--- src/rtl/clock_core.sv ---
// Time-of-day core: 1 Hz prescaler, BCD sec/min/hour chain with 12/24-hour mode,
// button-driven set mode and a per-digit blink mask for the field being edited.
module clock_core #(
    parameter int unsigned CLK_HZ    = 50_000_000,
    parameter bit          MODE24    = 1'b1,
    parameter int unsigned BLINK_DIV = CLK_HZ / 4
) (
    input  logic       CLK,
    input  logic       RST,
    input  logic       sel,
    input  logic       up,
    input  logic       clr,
    output logic [3:0] sec_l,
    output logic [3:0] sec_u,
    output logic [3:0] min_l,
    output logic [3:0] min_u,
    output logic [3:0] hour_l,
    output logic [3:0] hour_u,
    output logic       pm,
    output logic [5:0] blank,
    output logic [1:0] mode,
    output logic       tick,
    output logic       day_wrap
);

    localparam int unsigned PW = $clog2(CLK_HZ);
    localparam int unsigned BW = (BLINK_DIV > 1) ? $clog2(BLINK_DIV) : 1;

    localparam logic [PW-1:0] PRE_MAX = PW'(CLK_HZ - 1);
    localparam logic [BW-1:0] BLK_MAX = BW'(BLINK_DIV - 1);

    localparam logic [1:0] RUN   = 2'd0;
    localparam logic [1:0] SET_H = 2'd1;
    localparam logic [1:0] SET_M = 2'd2;
    localparam logic [1:0] SET_S = 2'd3;

    localparam logic [3:0] HOUR_U_RST = MODE24 ? 4'd0 : 4'd1;
    localparam logic [3:0] HOUR_L_RST = MODE24 ? 4'd0 : 4'd2;

    logic [PW-1:0] pre, pre_n;
    logic [BW-1:0] bcnt, bcnt_n;
    logic          phase, phase_n;
    logic [1:0]    mode_n;
    logic [7:0]    sec_n, min_n, hour_n;
    logic          pm_n, day_wrap_n;
    logic [5:0]    blank_n;
    logic          advance;
    logic          sec_top, min_top, hour_top;

    // BCD 00..59 increment, wrapping to 00
    function automatic logic [7:0] inc59(input logic [3:0] u, input logic [3:0] l);
        logic [7:0] r;
        if (l == 4'd9) r = (u == 4'd5) ? 8'h00 : {u + 4'd1, 4'd0};
        else           r = {u, l + 4'd1};
        return r;
    endfunction

    // Next hour as {pm, hour_u, hour_l}; 12-hour order is 12,01..11 with pm toggling at 11->12
    function automatic logic [8:0] inc_hour(input logic [3:0] u, input logic [3:0] l,
                                            input logic p);
        logic [8:0] r;
        if (MODE24) begin
            if (u == 4'd2 && l == 4'd3) r = {1'b0, 8'h00};
            else if (l == 4'd9)         r = {1'b0, u + 4'd1, 4'd0};
            else                        r = {1'b0, u, l + 4'd1};
        end else begin
            if (u == 4'd1 && l == 4'd1)      r = {~p, 4'd1, 4'd2};
            else if (u == 4'd1 && l == 4'd2) r = {p, 4'd0, 4'd1};
            else if (l == 4'd9)              r = {p, 4'd1, 4'd0};
            else                             r = {p, u, l + 4'd1};
        end
        return r;
    endfunction

    assign tick     = (mode == RUN) && (pre == PRE_MAX);
    assign sec_top  = (sec_u == 4'd5) && (sec_l == 4'd9);
    assign min_top  = (min_u == 4'd5) && (min_l == 4'd9);
    assign hour_top = MODE24 ? (hour_u == 4'd2 && hour_l == 4'd3)
                             : (hour_u == 4'd1 && hour_l == 4'd1 && pm);

    // Mode sequencing, time update, prescaler and blink next-state
    always_comb begin
        mode_n     = mode;
        pre_n      = pre;
        bcnt_n     = bcnt;
        phase_n    = phase;
        sec_n      = {sec_u, sec_l};
        min_n      = {min_u, min_l};
        hour_n     = {hour_u, hour_l};
        pm_n       = pm;
        day_wrap_n = 1'b0;
        blank_n    = 6'd0;
        advance    = 1'b0;

        if (mode == RUN) begin
            if (sel) begin
                mode_n  = SET_H;
                pre_n   = '0;
                advance = tick;
            end else if (clr) begin
                sec_n = 8'h00;
                pre_n = '0;
            end else begin
                pre_n   = tick ? '0 : pre + PW'(1);
                advance = tick;
            end
        end else begin
            pre_n = '0;
            if (sel) begin
                mode_n = mode + 2'd1;  // SET_S wraps back to RUN
            end else if (clr) begin
                case (mode)
                    SET_H: begin
                        hour_n = {HOUR_U_RST, HOUR_L_RST};
                        pm_n   = 1'b0;
                    end
                    SET_M:   min_n = 8'h00;
                    default: sec_n = 8'h00;
                endcase
            end else if (up) begin
                case (mode)
                    SET_H:   {pm_n, hour_n} = inc_hour(hour_u, hour_l, pm);
                    SET_M:   min_n = inc59(min_u, min_l);
                    default: sec_n = inc59(sec_u, sec_l);
                endcase
            end
        end

        // Full carry ripple within one edge
        if (advance) begin
            sec_n = inc59(sec_u, sec_l);
            if (sec_top) begin
                min_n = inc59(min_u, min_l);
                if (min_top) begin
                    {pm_n, hour_n} = inc_hour(hour_u, hour_l, pm);
                    day_wrap_n     = hour_top;
                end
            end
        end

        if (mode_n == RUN || sel || clr || up) begin
            bcnt_n  = '0;
            phase_n = 1'b0;
        end else if (bcnt == BLK_MAX) begin
            bcnt_n  = '0;
            phase_n = ~phase;
        end else begin
            bcnt_n = bcnt + BW'(1);
        end

        if (phase_n) begin
            case (mode_n)
                SET_H:   blank_n = 6'b110000;
                SET_M:   blank_n = 6'b001100;
                SET_S:   blank_n = 6'b000011;
                default: blank_n = 6'b000000;
            endcase
        end
    end

    always_ff @(posedge CLK or negedge RST) begin
        if (!RST) begin
            mode     <= RUN;
            pre      <= '0;
            bcnt     <= '0;
            phase    <= 1'b0;
            sec_u    <= 4'd0;
            sec_l    <= 4'd0;
            min_u    <= 4'd0;
            min_l    <= 4'd0;
            hour_u   <= HOUR_U_RST;
            hour_l   <= HOUR_L_RST;
            pm       <= 1'b0;
            blank    <= 6'd0;
            day_wrap <= 1'b0;
        end else begin
            mode             <= mode_n;
            pre              <= pre_n;
            bcnt             <= bcnt_n;
            phase            <= phase_n;
            {sec_u, sec_l}   <= sec_n;
            {min_u, min_l}   <= min_n;
            {hour_u, hour_l} <= hour_n;
            pm               <= MODE24 ? 1'b0 : pm_n;
            blank            <= blank_n;
            day_wrap         <= day_wrap_n;
        end
    end

endmodule

--- config.mk ---
export PLATFORM = sky130hd
export DESIGN_NAME = clock_core
export DESIGN_NICKNAME = d
export VERILOG_FILES = /design/src/rtl/clock_core.sv
export SDC_FILE = /design/constraint.sdc
export NUM_CORES = 1
export LEC_CHECK = 0
export CAP_MARGIN = 10
export CORE_MARGIN = 2
export CORE_UTILIZATION = 52
export DETAILED_ROUTE_END_ITERATION = 10
export GPL_TIMING_DRIVEN = 1
export PLACE_DENSITY_LB_ADDON = 0.3
export SYNTH_ARGS = -nofsm -noshare
export SYNTH_HDL_FRONTEND = slang
export SYNTH_SLANG_ARGS = --single-unit
--- constraint.sdc ---
create_clock -name CLK -period 2 [get_ports CLK]
set_input_delay 0.2 -clock CLK [delete_from_list [all_inputs] [get_ports CLK]]
set_output_delay 0.2 -clock CLK [all_outputs]
set_load 0.005 [all_outputs]
* Word level (Yosys, flattened, before mapping)
Index checks and enable logic that the tools add are counted.
** Word-level totals
- Bits in registers :: 84
- Bits of input ports :: 5
- Logic and storage cells :: 103
** Cells by class
- $add $sub $neg :: 9
- Equal/unequal tests :: 18
- Muxes and demuxes :: 51
- Bitwise operators :: 1
- Reduce and logical (&&, ||, !) cells :: 12
** Operator list (number)
- 8-bit 2-to-1 mux :: 32
- 26-bit 2-to-1 mux :: 4
- 24-bit 2-to-1 mux :: 2
- 26-bit by 1-bit adder with 26-bit output, second input constant :: 1
- 26-bit == test, second input constant :: 1
- 24-bit by 1-bit adder with 24-bit output, second input constant :: 1
- 4-bit by 1-bit adder with 4-bit output, second input constant :: 6
- 24-bit == test, second input constant :: 1
- 6-bit case mux with 3 select lines :: 1
- 4-bit == test, second input constant :: 3
- 4-bit by 2-bit == test with 1-bit output, second input constant :: 2
- 4-bit by 3-bit == test with 1-bit output, second input constant :: 2
- 1-bit 2-to-1 mux :: 8
- 4-bit by 2-bit != test with 1-bit output, second input constant :: 2
- 2-bit == test, second input constant :: 3
- 2-bit 2-to-1 mux :: 3
- 6-bit 2-to-1 mux :: 1
- 5-bit AND reduction :: 1
- 2-bit by 1-bit == test with 1-bit output, second input constant :: 2
- 1-bit logical AND :: 4
- 2-bit zero test :: 2
- 1-bit logical OR :: 3
- 3-bit != test, second input constant :: 1
- 3-bit nonzero test :: 1
- 4 further kinds :: 4

* Longest topological paths before layout
- Word-level depth :: 11
- Depth in mapped cells :: 11
- Mapped depth without buffers :: 8

* Worst setup path after synthesis
No wires, ideal clock.
- Path type :: register to register
- Start point :: register mode[0]
- End point :: register sec_l[2]
- Setup time :: 0.095 ns
- Data arrival time :: 2.164 ns
- Slack :: -0.260 ns
- Stages on the path, launching flop included :: 10
- Buffers on the path :: 1
- Clock period less this slack :: 2.260 ns
- Cells stage by stage :: dfrtp_1 inv_1 ha_1 nand4bb_1 nor4_4 and3_4 o21ai_4 or2_0 buf_2 o31ai_1
** Between the ends
- Word-level cells in the longest chain between the ends :: 7
- Elaborated cells between the ends (all ways) :: 16
- Those cells by class :: 6 x eq/ne; 5 x mux; 5 x reduce/logical
** RTL lines
- start: declaration :: RTL line 21 : output logic [1:0] mode,
- start signal: assignment :: RTL line 177 : mode <= mode_n;
- 2-bit zero test (*) :: RTL line 75 : assign tick = (mode == RUN) && (pre == PRE_MAX);
- 1-bit logical AND (*) :: RTL line 75
- net tick :: RTL line 22 : output logic tick,
- 1-bit 2-to-1 mux :: RTL line 100 : end else if (clr) begin
- 1-bit 2-to-1 mux (*) :: RTL line 96 : if (sel) begin
- 1-bit 2-to-1 mux (*) :: RTL line 95 : if (mode == RUN) begin
- 4-bit by 2-bit != test with 1-bit output (no line), or another cell as far along
- 5-bit AND reduction (no line)
- end signal: assignment :: RTL line 181 : {sec_u, sec_l} <= sec_n;
- end: declaration :: RTL line 13 : output logic [3:0] sec_l,
The timed path passes the listed nets; every way through them passes the cells marked *.
A chain may end at the register's enable or synchronous reset.

* Worst setup path in the final report
- Start point :: register pre[11]
- End point :: register hour_u[2]
** Between the ends
- Word-level cells in the longest chain between the ends :: 6
** RTL lines
- start: declaration :: RTL line 40 : logic [PW-1:0] pre, pre_n;
- start signal: assignment :: RTL line 178 : pre <= pre_n;
- 26-bit == test (*) :: RTL line 75
- 1-bit logical AND (*) :: RTL line 75
- 1-bit 2-to-1 mux :: RTL line 100
- 1-bit 2-to-1 mux (*) :: RTL line 96
- 1-bit 2-to-1 mux (*) :: RTL line 95
- 8-bit 2-to-1 mux (*) :: RTL line 130 : if (advance) begin
- net hour_n[6] :: RTL line 44 : logic [7:0] sec_n, min_n, hour_n;
- end signal: assignment :: RTL line 183 : {hour_u, hour_l} <= hour_n;
- end: declaration :: RTL line 18 : output logic [3:0] hour_u,
Marks and branches as above.

==> results.yml <==
outcome:
  status: "complete, but fails checks"
  violations: "negative setup slack"
logic_synthesis:
  yosysWarningCount: 0
  synth_cell_types: 57
  synth_seq_area_share: 0.466
  synth_cells: 469
  synth.ff_latch_count: 81
  synth_edf_count: 0
  syn_area_mm2: 0.00435
  syn_area_per_cell_um2: 9.27
  synthesis.nets: 484
  ys.flop_type: "dfrtp_1"
  async_reset_ff_frac: 1.00
grt:
  antenna_found_initial: 0
  grtUsageTotal: 0.238
  grt_first_pass_wirelength_mm: 17.0
  grt_pass1_vias: 3676
  grt.overflow.total: 0
  grt_max_degree: 36
sta:
  fin_crit_ps: 2350
  layout_setup_ws_ps: -353
  finalHoldViolations: 0
  hold_slack_ps: 311
  relSlewSlack: 0.655
  rsz0062_at_grt: "true"
  tightest_slew_ps: 513
  finalCritPeriodShare: 1.18
  setup_violations: 50
  timing.fmax_mhz: 425
  skew_ps: 12.6
  slew_violations: 0
place:
  gp_congestion: 0.838
  dpl.hpwl_mm: 6.94
  numPortBuffers: 38
worst_setup_path:
  cp_top_family: "simple AND/OR/NAND/NOR gates"
  cp.required_ps: 2290
  path_cells: "or4b_4 > nor4_4 > buf_4 > nand4_4 > or2_1 > or3_1 > nand3b_1"
  r2r_start: "pre[11]"
  cp_num_buf_inv: 1
  max_stage_delay_ps: 570
  cp_max_fo: 6
  critPathSlowestCell: "or4b_4"
  startpoint: "pre[11]"
  crit_type: "reg2reg"
  crit_path_start_kind: "register"
  cp-end-kind: "register"
  cp.arrival_ps: 2650
routing:
  dr.pass1.iters: 4
  drt_iter0_drc: 185
  wire_per_inst_um: 15.4
  via_per_inst: 5.47
  antenna_left: 0
  routed_wl_mm: 10.6
  drc: 0
  num_vias: 3758
pwr:
  peakVddDrop_mv: 0.408
  power_density_mw_per_mm2: 799
  total_leakage_power_nw: 2.55
  p_total_mw: 4.75
die:
  io-pin-count: 40
  dieArea_mm2: 0.00911
  coreArea_mm2: 0.00818
  num_rows: 33
  initial_core_util: 0.532
  die_h_um: 95.4
  die_w_um: 95.4
clock_network:
  clockBufferDepth: 2
  clk_pin_slew_ps: 90
  cts.sinks: 81
  clk_latency_ps: 360
  numCtsBuffers: 9
  cts-root-buf: "clkbuf_8"
  cts_tree: "yes"
  h-tree-depth: 3
layout:
  fill_cells: 574
  layout_commonest_cell: "dfrtp_1"
  fin_util: 0.728
  regArea_mm2: 0.00203
  fin_nets: 593
  multiInputGateArea_mm2: 0.00245
  most-common-layout-cells: "dfrtp_1, buf_4, nor2_1"
  area_growth_pct: 36.8
  drive_gt1_frac: 0.277
  antennaDiodeCount: 0
hold_path:
  hold_class: "in2async"
flow_run:
  max-cap-violations: 0
==> flip-flops by register name, summed over array words and instances, names as in the netlist <==
signal	cells
pre	26
bcnt	24
hour_l	4
hour_u	4
min_l	4
min_u	4
sec_l	4
sec_u	4
blank	3
mode	2
day_wrap	1
phase	1
==> stage by stage <==
step                      cells  TNS (ps)  area [µm²]  setup WS (ps)
after floorplan             469     -3190        4420           -204
after global placement      654     -5270        5320           -250
after detailed placement    654     -6570        5320           -317
after CTS                   679     -4540        5660           -281
after global routing        687    -15910        5950           -421
final                       687    -12340        5950           -353
==> power breakdown <==
part,internal [mW],total (mW),leakage (nW),switching (mW)
registers,1.77,1.89,1.11,0.117
logic,0.878,1.73,1.35,0.847
clock network,0.545,1.14,0.0915,0.591
total,3.20,4.75,2.55,1.56
==> path summary, 6_finish.rpt <==
path                       slack, ps   endpoint  cells after the start
setup / recovery                -350  hour_u[2]                      7
hold / removal                   310  hour_u[0]                      2
setup reg to reg                -350  hour_u[2]                      7
hold reg to reg                  540   bcnt[13]                      2
max in group asynchronous       1090    bcnt[6]                      3
min in group CLK                 540   bcnt[13]                      2
==> layer usage <==
layer,part of all wire,track usage,vias to the layer above
met4,0.019,0.106,0
met3,0.034,0.0348,19
met1,0.46,0.320,1830
li1,-,-,1821
met5,0,0,-
met2,0.49,0.384,88
==> cells in the mapped netlist (3+ instances only) <==
cell,number,share of area
clkbuf_1,11,0.0095
a21oi_1,7,0.0081
buf_4,4,0.0069
nand2_1,41,0.035
xnor2_1,19,0.038
o21ai_0,13,0.015
nor4_1,4,0.0058
and3_1,16,0.023
o21ai_1,6,0.0069
buf_2,3,0.0035
and2_1,5,0.0072
nor2_1,73,0.063
ha_1,10,0.029
dfrtp_1,81,0.47
a31oi_1,6,0.0086
xor2_1,30,0.060
or3_1,3,0.0043
inv_1,18,0.016
and4_1,3,0.0060
a21o_1,3,0.0052
nand4bb_1,3,0.0078
o31ai_1,5,0.0086
nor3_1,14,0.016
or2_1,3,0.0043
nor2b_1,4,0.0058
nand3b_1,5,0.0086
nand2b_1,6,0.0086
nand4_1,10,0.014
nand3_1,28,0.032
==> cell families after synthesis <==
kind of cell    synth area share
simple gates               0.275
flops                      0.466
compound gates            0.0904
xor+xnor                  0.0987
buf+inv                   0.0354
fa+ha+maj                 0.0288
mux                      0.00489
other cells             0.000863
==> what timing repair did <==
action	4_1_cts	5_1_grt
hold buffers	1	0
setup buffers	8	6
endpoints found under the setup margin	51	66
hold endpoints to repair	29	0
resized for setup	28	55
cloned	1	2
pin swaps	10	16
==> final cells by class <==
type                    instances  area share
flip-flops and latches         81       0.341
inverters                      18      0.0114
well taps                     105      0.0221
repair buffers                116       0.184
clock inverters                 2     0.00210
clock buffers                  13      0.0284
multi-input cells             352       0.411
(Power assumes the default switching activity.)
